--- config.mk ---
export PLATFORM = sky130hd
export DESIGN_NAME = quad_knob_emulator_flat
export DESIGN_NICKNAME = d
export VERILOG_FILES = /design/src/rtl/quad_knob_emulator_if.sv /design/src/rtl/quad_knob_emulator.sv /design/src/flat_wrapper.sv
export SDC_FILE = /design/constraint.sdc
export NUM_CORES = 1
export LEC_CHECK = 0
export CAP_MARGIN = 20
export CORE_MARGIN = 3
export CORE_UTILIZATION = 52
export DETAILED_ROUTE_END_ITERATION = 10
export GPL_ROUTABILITY_DRIVEN = 0
export PLACE_DENSITY = 0.74
export SETUP_SLACK_MARGIN = 0.02
export SYNTH_ARGS = -nofsm -noshare
export SYNTH_HDL_FRONTEND = slang
export SYNTH_SLANG_ARGS = --single-unit
--- constraint.sdc ---
create_clock -name clk -period 2.94 [get_ports clk]
set_input_delay 0.441 -clock clk [delete_from_list [all_inputs] [get_ports clk]]
set_output_delay 0.441 -clock clk [all_outputs]
set_load 0.01 [all_outputs]
--- src/rtl/quad_knob_emulator_if.sv ---
// Command channel of the quadrature encoder emulator.
//   cmd_valid  - command offered by the master
//   cmd_ready  - emulator is idle and will take the command on this edge
//   cmd_dir    - 0 = right (clockwise) click, 1 = left click
//   cmd_clicks - number of clicks, 0..255
//   cmd_press  - issue a press after the clicks
interface quad_knob_emulator_if;
    logic       cmd_valid;
    logic       cmd_ready;
    logic       cmd_dir;
    logic [7:0] cmd_clicks;
    logic       cmd_press;

    modport master (output cmd_valid, cmd_dir, cmd_clicks, cmd_press, input cmd_ready);
    modport slave  (input cmd_valid, cmd_dir, cmd_clicks, cmd_press, output cmd_ready);
endinterface

--- src/rtl/quad_knob_emulator.sv ---
// Rotary push-encoder emulator: drives rot_A/rot_B/rot_dwn exactly like the
// physical encoder, under command control, with optional contact bounce.
// Ports:
//   clk      - system clock, all logic on posedge
//   reset    - asynchronous, active-low reset
//   cmd      - command channel (valid/ready, dir, clicks, press)
//   rot_A    - quadrature A (registered)
//   rot_B    - quadrature B (registered)
//   rot_dwn  - push button (registered)
//   busy     - high while a command is in progress
//   done     - one-cycle pulse when a command completes
//   position - signed click count, +1 right / -1 left, wraps mod 256
module quad_knob_emulator #(
    parameter int PHASE_CYC  = 4,
    parameter int DETENT_CYC = 8,
    parameter int PRESS_CYC  = 16,
    parameter int BOUNCE_N   = 0
) (
    input  logic                clk,
    input  logic                reset,
    quad_knob_emulator_if.slave cmd,
    output logic                rot_A,
    output logic                rot_B,
    output logic                rot_dwn,
    output logic                busy,
    output logic                done,
    output logic signed [7:0]   position
);
    localparam int CNT_W = 16;
    localparam logic [CNT_W-1:0] PHASE_LAST  = CNT_W'(PHASE_CYC - 1);
    localparam logic [CNT_W-1:0] DETENT_LAST = CNT_W'(DETENT_CYC - 1);
    localparam logic [CNT_W-1:0] PRESS_LAST  = CNT_W'(PRESS_CYC - 1);
    localparam logic [CNT_W-1:0] BOUNCE_LAST = CNT_W'((BOUNCE_N > 0) ? BOUNCE_N - 1 : 0);

    typedef enum logic [2:0] {IDLE, STEP, BOUNCE, DWELL, PRESS, FINISH} state_t;

    state_t            state_q, state_d;
    logic [CNT_W-1:0]  cnt_q, cnt_d;
    logic [1:0]        phase_q, phase_d;
    logic [7:0]        clicks_q, clicks_d;
    logic              dir_q, dir_d;
    logic              press_q, press_d;
    logic [1:0]        ab_q, ab_d;
    logic              dwn_q, dwn_d;
    logic              done_q, done_d;
    logic              ready_q, ready_d;
    logic signed [7:0] pos_q, pos_d;
    logic              launch;
    logic [1:0]        launch_idx;
    logic              launch_dir;

    // {A,B} for quadrature phase idx (0..3) of one click; phase 3 is the detent.
    function automatic logic [1:0] phase_ab(input logic dir, input logic [1:0] idx);
        logic [1:0] ab;
        case (idx)
            2'd0:    ab = dir ? 2'b10 : 2'b01;
            2'd1:    ab = 2'b00;
            2'd2:    ab = dir ? 2'b01 : 2'b10;
            default: ab = 2'b11;
        endcase
        return ab;
    endfunction

    function automatic logic [1:0] prev_ab(input logic dir, input logic [1:0] idx);
        return (idx == 2'd0) ? 2'b11 : phase_ab(dir, idx - 2'd1);
    endfunction

    always_comb begin
        state_d    = state_q;
        cnt_d      = cnt_q;
        phase_d    = phase_q;
        clicks_d   = clicks_q;
        dir_d      = dir_q;
        press_d    = press_q;
        ab_d       = ab_q;
        dwn_d      = dwn_q;
        pos_d      = pos_q;
        launch     = 1'b0;
        launch_idx = 2'd0;
        launch_dir = dir_q;

        case (state_q)
            IDLE: begin
                if (cmd.cmd_valid) begin
                    dir_d    = cmd.cmd_dir;
                    clicks_d = cmd.cmd_clicks;
                    press_d  = cmd.cmd_press;
                    cnt_d    = '0;
                    if (cmd.cmd_clicks != 8'd0) begin
                        // Direction is not latched yet, so launch from the command itself.
                        launch     = 1'b1;
                        launch_dir = cmd.cmd_dir;
                    end else if (cmd.cmd_press) begin
                        state_d = PRESS;
                        dwn_d   = 1'b1;
                    end else begin
                        state_d = FINISH;
                    end
                end
            end
            BOUNCE: begin
                // Odd bounce cycles revert the changing line; only one line differs
                // between consecutive phases, so the previous phase value is the glitch.
                if (cnt_q == BOUNCE_LAST) begin
                    state_d = STEP;
                    cnt_d   = '0;
                    ab_d    = phase_ab(dir_q, phase_q);
                end else begin
                    cnt_d = cnt_q + CNT_W'(1);
                    ab_d  = cnt_d[0] ? prev_ab(dir_q, phase_q) : phase_ab(dir_q, phase_q);
                end
            end
            STEP: begin
                if (cnt_q == PHASE_LAST) begin
                    cnt_d = '0;
                    if (phase_q != 2'd3) begin
                        launch     = 1'b1;
                        launch_idx = phase_q + 2'd1;
                    end else begin
                        clicks_d = clicks_q - 8'd1;
                        if (clicks_q > 8'd1) begin
                            state_d = DWELL;
                        end else if (press_q) begin
                            state_d = PRESS;
                            dwn_d   = 1'b1;
                        end else begin
                            state_d = FINISH;
                        end
                    end
                end else begin
                    cnt_d = cnt_q + CNT_W'(1);
                end
            end
            DWELL: begin
                if (cnt_q == DETENT_LAST) begin
                    launch = 1'b1;
                end else begin
                    cnt_d = cnt_q + CNT_W'(1);
                end
            end
            PRESS: begin
                if (cnt_q == PRESS_LAST) begin
                    dwn_d   = 1'b0;
                    state_d = FINISH;
                end else begin
                    cnt_d = cnt_q + CNT_W'(1);
                end
            end
            FINISH: state_d = IDLE;
            default: state_d = IDLE;
        endcase

        // Start of a quadrature phase: exactly one line changes on this edge.
        if (launch) begin
            phase_d = launch_idx;
            ab_d    = phase_ab(launch_dir, launch_idx);
            cnt_d   = '0;
            state_d = (BOUNCE_N > 0) ? BOUNCE : STEP;
            if (launch_idx == 2'd3) begin
                pos_d = pos_q + (launch_dir ? -8'sd1 : 8'sd1);
            end
        end

        ready_d = (state_d == IDLE);
        done_d  = (state_d == FINISH);
    end

    always_ff @(posedge clk or negedge reset) begin
        if (!reset) begin
            state_q <= IDLE;
            ab_q    <= 2'b11;
            dwn_q   <= 1'b0;
            done_q  <= 1'b0;
            ready_q <= 1'b1;
            pos_q   <= '0;
        end else begin
            state_q <= state_d;
            ab_q    <= ab_d;
            dwn_q   <= dwn_d;
            done_q  <= done_d;
            ready_q <= ready_d;
            pos_q   <= pos_d;
        end
    end

    // Command/sequencing data is always reloaded on accept or phase launch before use.
    always_ff @(posedge clk) begin
        cnt_q    <= cnt_d;
        phase_q  <= phase_d;
        clicks_q <= clicks_d;
        dir_q    <= dir_d;
        press_q  <= press_d;
    end

    assign rot_A         = ab_q[1];
    assign rot_B         = ab_q[0];
    assign rot_dwn       = dwn_q;
    assign done          = done_q;
    assign busy          = ~ready_q;
    assign cmd.cmd_ready = ready_q;
    assign position      = pos_q;
endmodule

--- src/flat_wrapper.sv ---
// flat-port wrapper written by rule: the top's interface ports become plain ports
module quad_knob_emulator_flat 
#(
    parameter int PHASE_CYC  = 4,
    parameter int DETENT_CYC = 8,
    parameter int PRESS_CYC  = 16,
    parameter int BOUNCE_N   = 0
)
  (clk, reset, rot_A, rot_B, rot_dwn, busy, done, position, cmd_cmd_valid, cmd_cmd_dir, cmd_cmd_clicks, cmd_cmd_press, cmd_cmd_ready);
  quad_knob_emulator_if cmd_i ();
  input  logic clk;
  input  logic reset;
  output logic rot_A;
  output logic rot_B;
  output logic rot_dwn;
  output logic busy;
  output logic done;
  output logic signed [7:0] position;
  input wire logic [$bits(cmd_i.cmd_valid)-1:0] cmd_cmd_valid;
  input wire logic [$bits(cmd_i.cmd_dir)-1:0] cmd_cmd_dir;
  input wire logic [$bits(cmd_i.cmd_clicks)-1:0] cmd_cmd_clicks;
  input wire logic [$bits(cmd_i.cmd_press)-1:0] cmd_cmd_press;
  output wire logic [$bits(cmd_i.cmd_ready)-1:0] cmd_cmd_ready;
  assign cmd_i.cmd_valid = cmd_cmd_valid;
  assign cmd_i.cmd_dir = cmd_cmd_dir;
  assign cmd_i.cmd_clicks = cmd_cmd_clicks;
  assign cmd_i.cmd_press = cmd_cmd_press;
  assign cmd_cmd_ready = cmd_i.cmd_ready;
  quad_knob_emulator #(.PHASE_CYC(PHASE_CYC), .DETENT_CYC(DETENT_CYC), .PRESS_CYC(PRESS_CYC), .BOUNCE_N(BOUNCE_N)) u_core (.clk(clk), .reset(reset), .cmd(cmd_i), .rot_A(rot_A), .rot_B(rot_B), .rot_dwn(rot_dwn), .busy(busy), .done(done), .position(position));
endmodule
---- Yosys cells after proc, flatten, opt, wreduce, memory -nomap -nowiden ----
Cells that the tools add are included.
word-level totals
  bits in registers ....................... 44
  input port bits ......................... 13
  output and inout bits ................... 14
cells by class
  bitwise gates (word level) .............. 1
  add/sub/neg operators ................... 5
  eq/ne operators ......................... 26
  muxes and demuxes ....................... 55
  order comparisons ....................... 1
  reduce and logical (&&, ||, !) cells .... 16
operators with widths
  operator                                                        number
  two-way mux 16 bit                                              5
  case mux 16 bit (5 select lines)                                1
  two-way mux 8 bit                                               4
  two-way mux 2 bit                                               12
  two-way mux 3 bit                                               8
  two-way mux 1 bit                                               18
  case mux 2 bit (3 select lines)                                 3
  adder 16 x 1 -> 16 bit (second input constant)                  1
  == test 16 x 2 -> 1 bit (second input constant)                 1
  == test 16 x 3 -> 1 bit (second input constant)                 1
  == test 16 x 4 -> 1 bit (second input constant)                 1
  zero test 16 bit                                                1
  inequality test 2 bit (second input constant)                   8
  case mux 8 bit (2 select lines)                                 1
  case mux 3 bit (5 select lines)                                 1
  AND reduction 9 bit                                             1
  adder 8 bit                                                     1
  == test 2 bit (second input constant)                           4
  greater-than comparator 8 x 1 -> 1 bit (second input constant)  1
  AND reduction 4 bit                                             2
  nonzero test 8 bit                                              1
  subtractor 8 x 1 -> 8 bit (second input constant)               1
  == test 2 x 1 -> 1 bit (second input constant)                  3
  == test 3 x 2 -> 1 bit (second input constant)                  2
  other kinds (13)                                                22

---- Longest topological paths before layout ----
  depth after elaboration ................. 8
  mapped depth ............................ 12
  depth with buffers taken out ............ 11

---- Least setup slack after synthesis ----
Ideal clock, no wire load.
  path kind ............................... register -> register
  start point ............................. reg u_core.state_q[2]
  end point ............................... reg u_core.pos_q[7] (netlist: u_core.position[7])
  required time ........................... 2.815 ns
  period minus slack after synthesis ...... 3.198 ns
  arrival time ............................ 3.073 ns
  library setup time ...................... 0.125 ns
  setup slack ............................. -0.258 ns
  cell stages (with the launch flop) ...... 13
  cells stage by stage .................... dfrtp_1 -> clkbuf_1 -> nor4b_2 -> o21a_1 -> mux2_2 -> ha_1 -> a21o_1 -> a21oi_1 -> o21ai_0 -> o41ai_1 -> xor2_1 -> nor2_1 -> xor2_1
between the ends
  cells in the longest elaborated chain, start to end .. 4
ends and longest elaborated chain
  what                                                              line                                                  text
  from (decl)                                                       quad_knob_emulator.sv:37                              state_t state_q, state_d;
  from (signal assigned)                                            quad_knob_emulator.sv:177                             state_q <= state_d;
  zero test 3 bit / == test 3 x 1 -> 1 bit (equally long branches)  quad_knob_emulator.sv:82                              case (state_q)
  two-way mux 1 bit / two-way mux 2 bit (equally long branches)     quad_knob_emulator.sv:82
  two-way mux 8 bit / == test 2 bit (equally long branches)         quad_knob_emulator.sv:160, quad_knob_emulator.sv:159
  adder 8 bit / AND reduction 2 bit (equally long branches)         -
  to (signal assigned)                                              quad_knob_emulator.sv:182                             pos_q <= pos_d;
  to (decl)                                                         quad_knob_emulator.sv:47                              logic signed [7:0] pos_q, pos_d;
Several ways; a longest one is shown, not always the timed one.
A chain may end at the register's enable or synchronous reset.

---- Worst setup path after layout ----
  start point ............................. in cmd_cmd_clicks[2]
  end point ............................... reg u_core.pos_q[7] (netlist: u_core.position[7])
between the ends
  cells in the longest elaborated chain, start to end .. 6
ends and longest elaborated chain
  what                    line                       text
  from (decl)             flat_wrapper.sv:21         input wire logic [$bits(cmd_i.cmd_clicks)-1:0] cmd_cmd_clicks;
  nonzero test 8 bit (*)  quad_knob_emulator.sv:89   if (cmd.cmd_clicks != 8'd0) begin
  two-way mux 1 bit       quad_knob_emulator.sv:89
  two-way mux 1 bit       quad_knob_emulator.sv:84   if (cmd.cmd_valid) begin
  two-way mux 1 bit       quad_knob_emulator.sv:82
  two-way mux 8 bit       quad_knob_emulator.sv:160  pos_d = pos_q + (launch_dir ? -8'sd1 : 8'sd1);
  adder 8 bit             quad_knob_emulator.sv:160
Mark *: on every way between the ends. The rest lies on a longest branch, timed or not.

==> summary.md <==
| Metric | Value |
|---|---|
| Clock buffer count from CTS | `5` |
| First-pass iteration count of the detailed router | `4` |
| Footprint of the multi-input gates | `1600 sq um` |
| Overflow after GRT | `0` |
| Synth Flop Type | `dfxtp_1` |
| Detail Route Antenna Nets | `0` |
| EDFF count, synth | `12` |
| Worst slew margin | `52.0%` |
| Max FO, Critical Path | `7` |
| Library cells used by synthesis | `51` |
| Core ar. | `4880 sq um` |
| P&R area growth vs syn | `27.0%` |
| Initial DRC Count | `85` |
| Commonest non-fill, non-tap cell in the layout | `buf_4` |
| Wire length per cell | `15.1 um` |
| Max stage delay on crit path | `420 ps` |
| PortBufs | `26` |
| Outcome | `finished, final reports clean` |
| First-pass GRT wire length | `11000 um` |
| Worst slew pin tran | `718 ps` |
| Nets@finish | `380` |
| Total number of H-tree levels | `2` |
| Fill count | `405` |
| Post-Syn Nets | `325` |
| Final hold slack | `440 ps` |
| CTS max path bufs | `2` |
| P_leak | `0.00143 uW` |
| Crit path max-delay family | `simple AND/OR/NAND/NOR gates` |
| Async SR Flop Fraction | `36.4%` |
| Clock-pin slew on the worst setup and hold paths | `80 ps` |
| Worst path slowest cell | `or4_4` |
| # rows | `25` |
| Syn Area/Cell | `9.14 sq um` |
| Mapped Area | `2720 sq um` |
| Hold Crit Class | `in2reg` |
| CP arrival | `2980 ps` |
| RSZ-0062 raised after global routing | `true` |
| Die height | `78.3 um` |
| Max-cap violations | `0` |
| Crit end category | `register` |
| Seq cells post-synth | `44` |
| Final setup violation count | `0` |
| Die X | `78.3 um` |
| CP Class | `in2reg` |
| Commonest cells after routing, fill and taps aside | `buf_4, nand2_1, o21ai_0` |
| Yosys warnings | `0` |
| Final period utilization | `95.0%` |
| Top achievable clock speed | `358 MHz` |
| Clk_skew | `9.98 ps` |
| Drt total wl | `6340 um` |
| Routed vias/inst | `5.71` |
| CTS Hold Bufs | `0` |
| Number of global-route vias before repair | `2325` |
| Pins over their slew limit | `0` |
| Register area | `1080 sq um` |
| Root buf cell | `clkbuf_8` |
| Gr usage total | `22.4%` |
| Crit path cell chain | `dlygate4sd2_1, or4_4, o21a_1, mux2_4, buf_4, ha_1, nand2_1, o21ai_2, o41ai_2, xor2_1, nor2_1, xor2_1` |
| Max IR drop VDD | `0.511 mV` |
| Die Footprint | `6120 sq um` |
| Type of origin of the critical path | `input pin` |
| Share of cells above drive strength 1 | `19.0%` |
| CTS Sinks | `44` |
| Worst-Skew Late Latency | `310 ps` |
| CP most frequent cell | `xor2_1` |
| Antenna cells | `0` |
| IO Pins | `27` |
| Final Hold Fails | `0` |
| Starting Density | `55.6%` |
| Min cycle time layout | `2790 ps` |
| Sequential share of the synthesized area | `40.0%` |
| Worst endpoint required time | `3130 ps` |
| Post-DP HPWL | `4710 um` |
| Initial antenna violation count | `0` |
| Drc violations | `0` |
| PwrDens | `783 nW/um^2` |
| DP Cell Count | `408` |
| Post-Layout Cell Count | `420` |
| TritonCTS clock tree | `done` |
| Largest net degree at the start of global routing | `21` |
| Cells after Synth | `297` |
| Worst path bufs/invs | `2` |
| Via Count | `2399` |
==> final timing paths <==
path,start,to,slack (ps),cells past startpoint
min in group asynchronous,reset,u_core.rot_dwn,550,1
worst min-delay path,cmd_cmd_clicks[4],u_core.clicks_q[4],440,3
max in group asynchronous,reset,u_core.state_q[1],1930,1
worst max-delay path,cmd_cmd_clicks[2],u_core.position[7],150,12
worst max register to register,u_core.state_q[1],u_core.position[7],230,11
worst min register to register,u_core.position[7],u_core.position[7],500,1
==> synth_stat cells (4+ instances only) <==
cell,count,area share [%]
ha_1,14,6.5
a21oi_1,21,3.9
nand2_1,31,4.3
xor2_1,8,2.6
o21ai_0,25,4.6
dfxtp_1,16,12
or4_1,7,1.9
nand3_1,6,1.1
a21o_1,6,1.7
edfxtp_1,12,13
or3_1,9,2.1
and3_1,5,1.2
xnor2_1,13,4.2
nor3_1,8,1.5
a211oi_1,5,1.4
nor2_1,19,2.6
inv_1,14,1.9
clkbuf_1,10,1.4
dfrtp_1,13,12
o31ai_1,4,1.1
nand4_1,4,0.92
==> area by class of cell <==
type                            count  area share, %
Sequential cell                    44           31.5
Multi-Input combinational cell    227           46.5
Timing Repair Buffer               60           14.8
Clock buffer                        5           2.00
Clock inverter                      3           1.20
Tap cell                           67           2.43
Inverter                           14           1.52
==> stage by stage <==
step	TNS, ps	utilization [%]	worst slack [ps]	power [uW]	instance area, sq um
6_report	0	70.6	146	2700	3450
5_1_grt	0	70.6	11.8	2900	3450
4_1_cts	0	70.2	47.1	2680	3420
3_5_place_dp	-1860	67.5	-518	2190	3290
3_3_place_gp	-1460	67.5	-472	2160	3290
2_1_floorplan	0	-	7.28	1690	2770
==> registers in the layout (all words and copies together) (netlist names) <==
signal,cells
u_core.position,8
u_core.cmd.cmd_ready,1
u_core.clicks_q,8
u_core.rot_dwn,1
u_core.press_q,1
u_core.done,1
u_core.state_q,3
u_core.cnt_q,16
u_core.ab_q,2
u_core.phase_q,2
u_core.dir_q,1
==> where the power goes <==
group          total, uW  internal (uW)  leakage (uW)  switching, uW
Sequential           899            781      0.000421            118
Combinational       1320            633      0.000955            689
Clock                479            252     0.0000585            226
Total               2700           1670       0.00143           1030
==> layer usage <==
layer,global-route usage [%],vias to the layer above,routed length (um)
met5,0,-,0
met4,7.52,0,102
met3,4.70,10,261
met2,34.5,60,2960
met1,31.3,1135,3020
li1,-,1194,-
==> tightest hold or removal path, delay by kind of cell <==
kind                   cells  cell delay [ps]
AND/OR/NAND/NOR            1               40
AO/OA/AOI/OAI              1               60
buffers and inverters      1               90
==> cells by family after synthesis <==
family / count (synthesis) / share of synthesized area (%)
simple gates: 111 / 23.2
compound gates: 75 / 17.0
flops: 44 / 40.0
buf+inv: 26 / 3.92
xor+xnor: 21 / 6.77
fa+ha+maj: 15 / 7.19
mux: 5 / 1.94
==> repair_timing <==
item | in CTS | in global routing
resized for setup | 11 | 14
setup buffers | 2 | 2
setup endpoints to repair | 2 | 3
pin swaps | 8 | 9
Note: power is estimated with default switching activity, not from simulation.
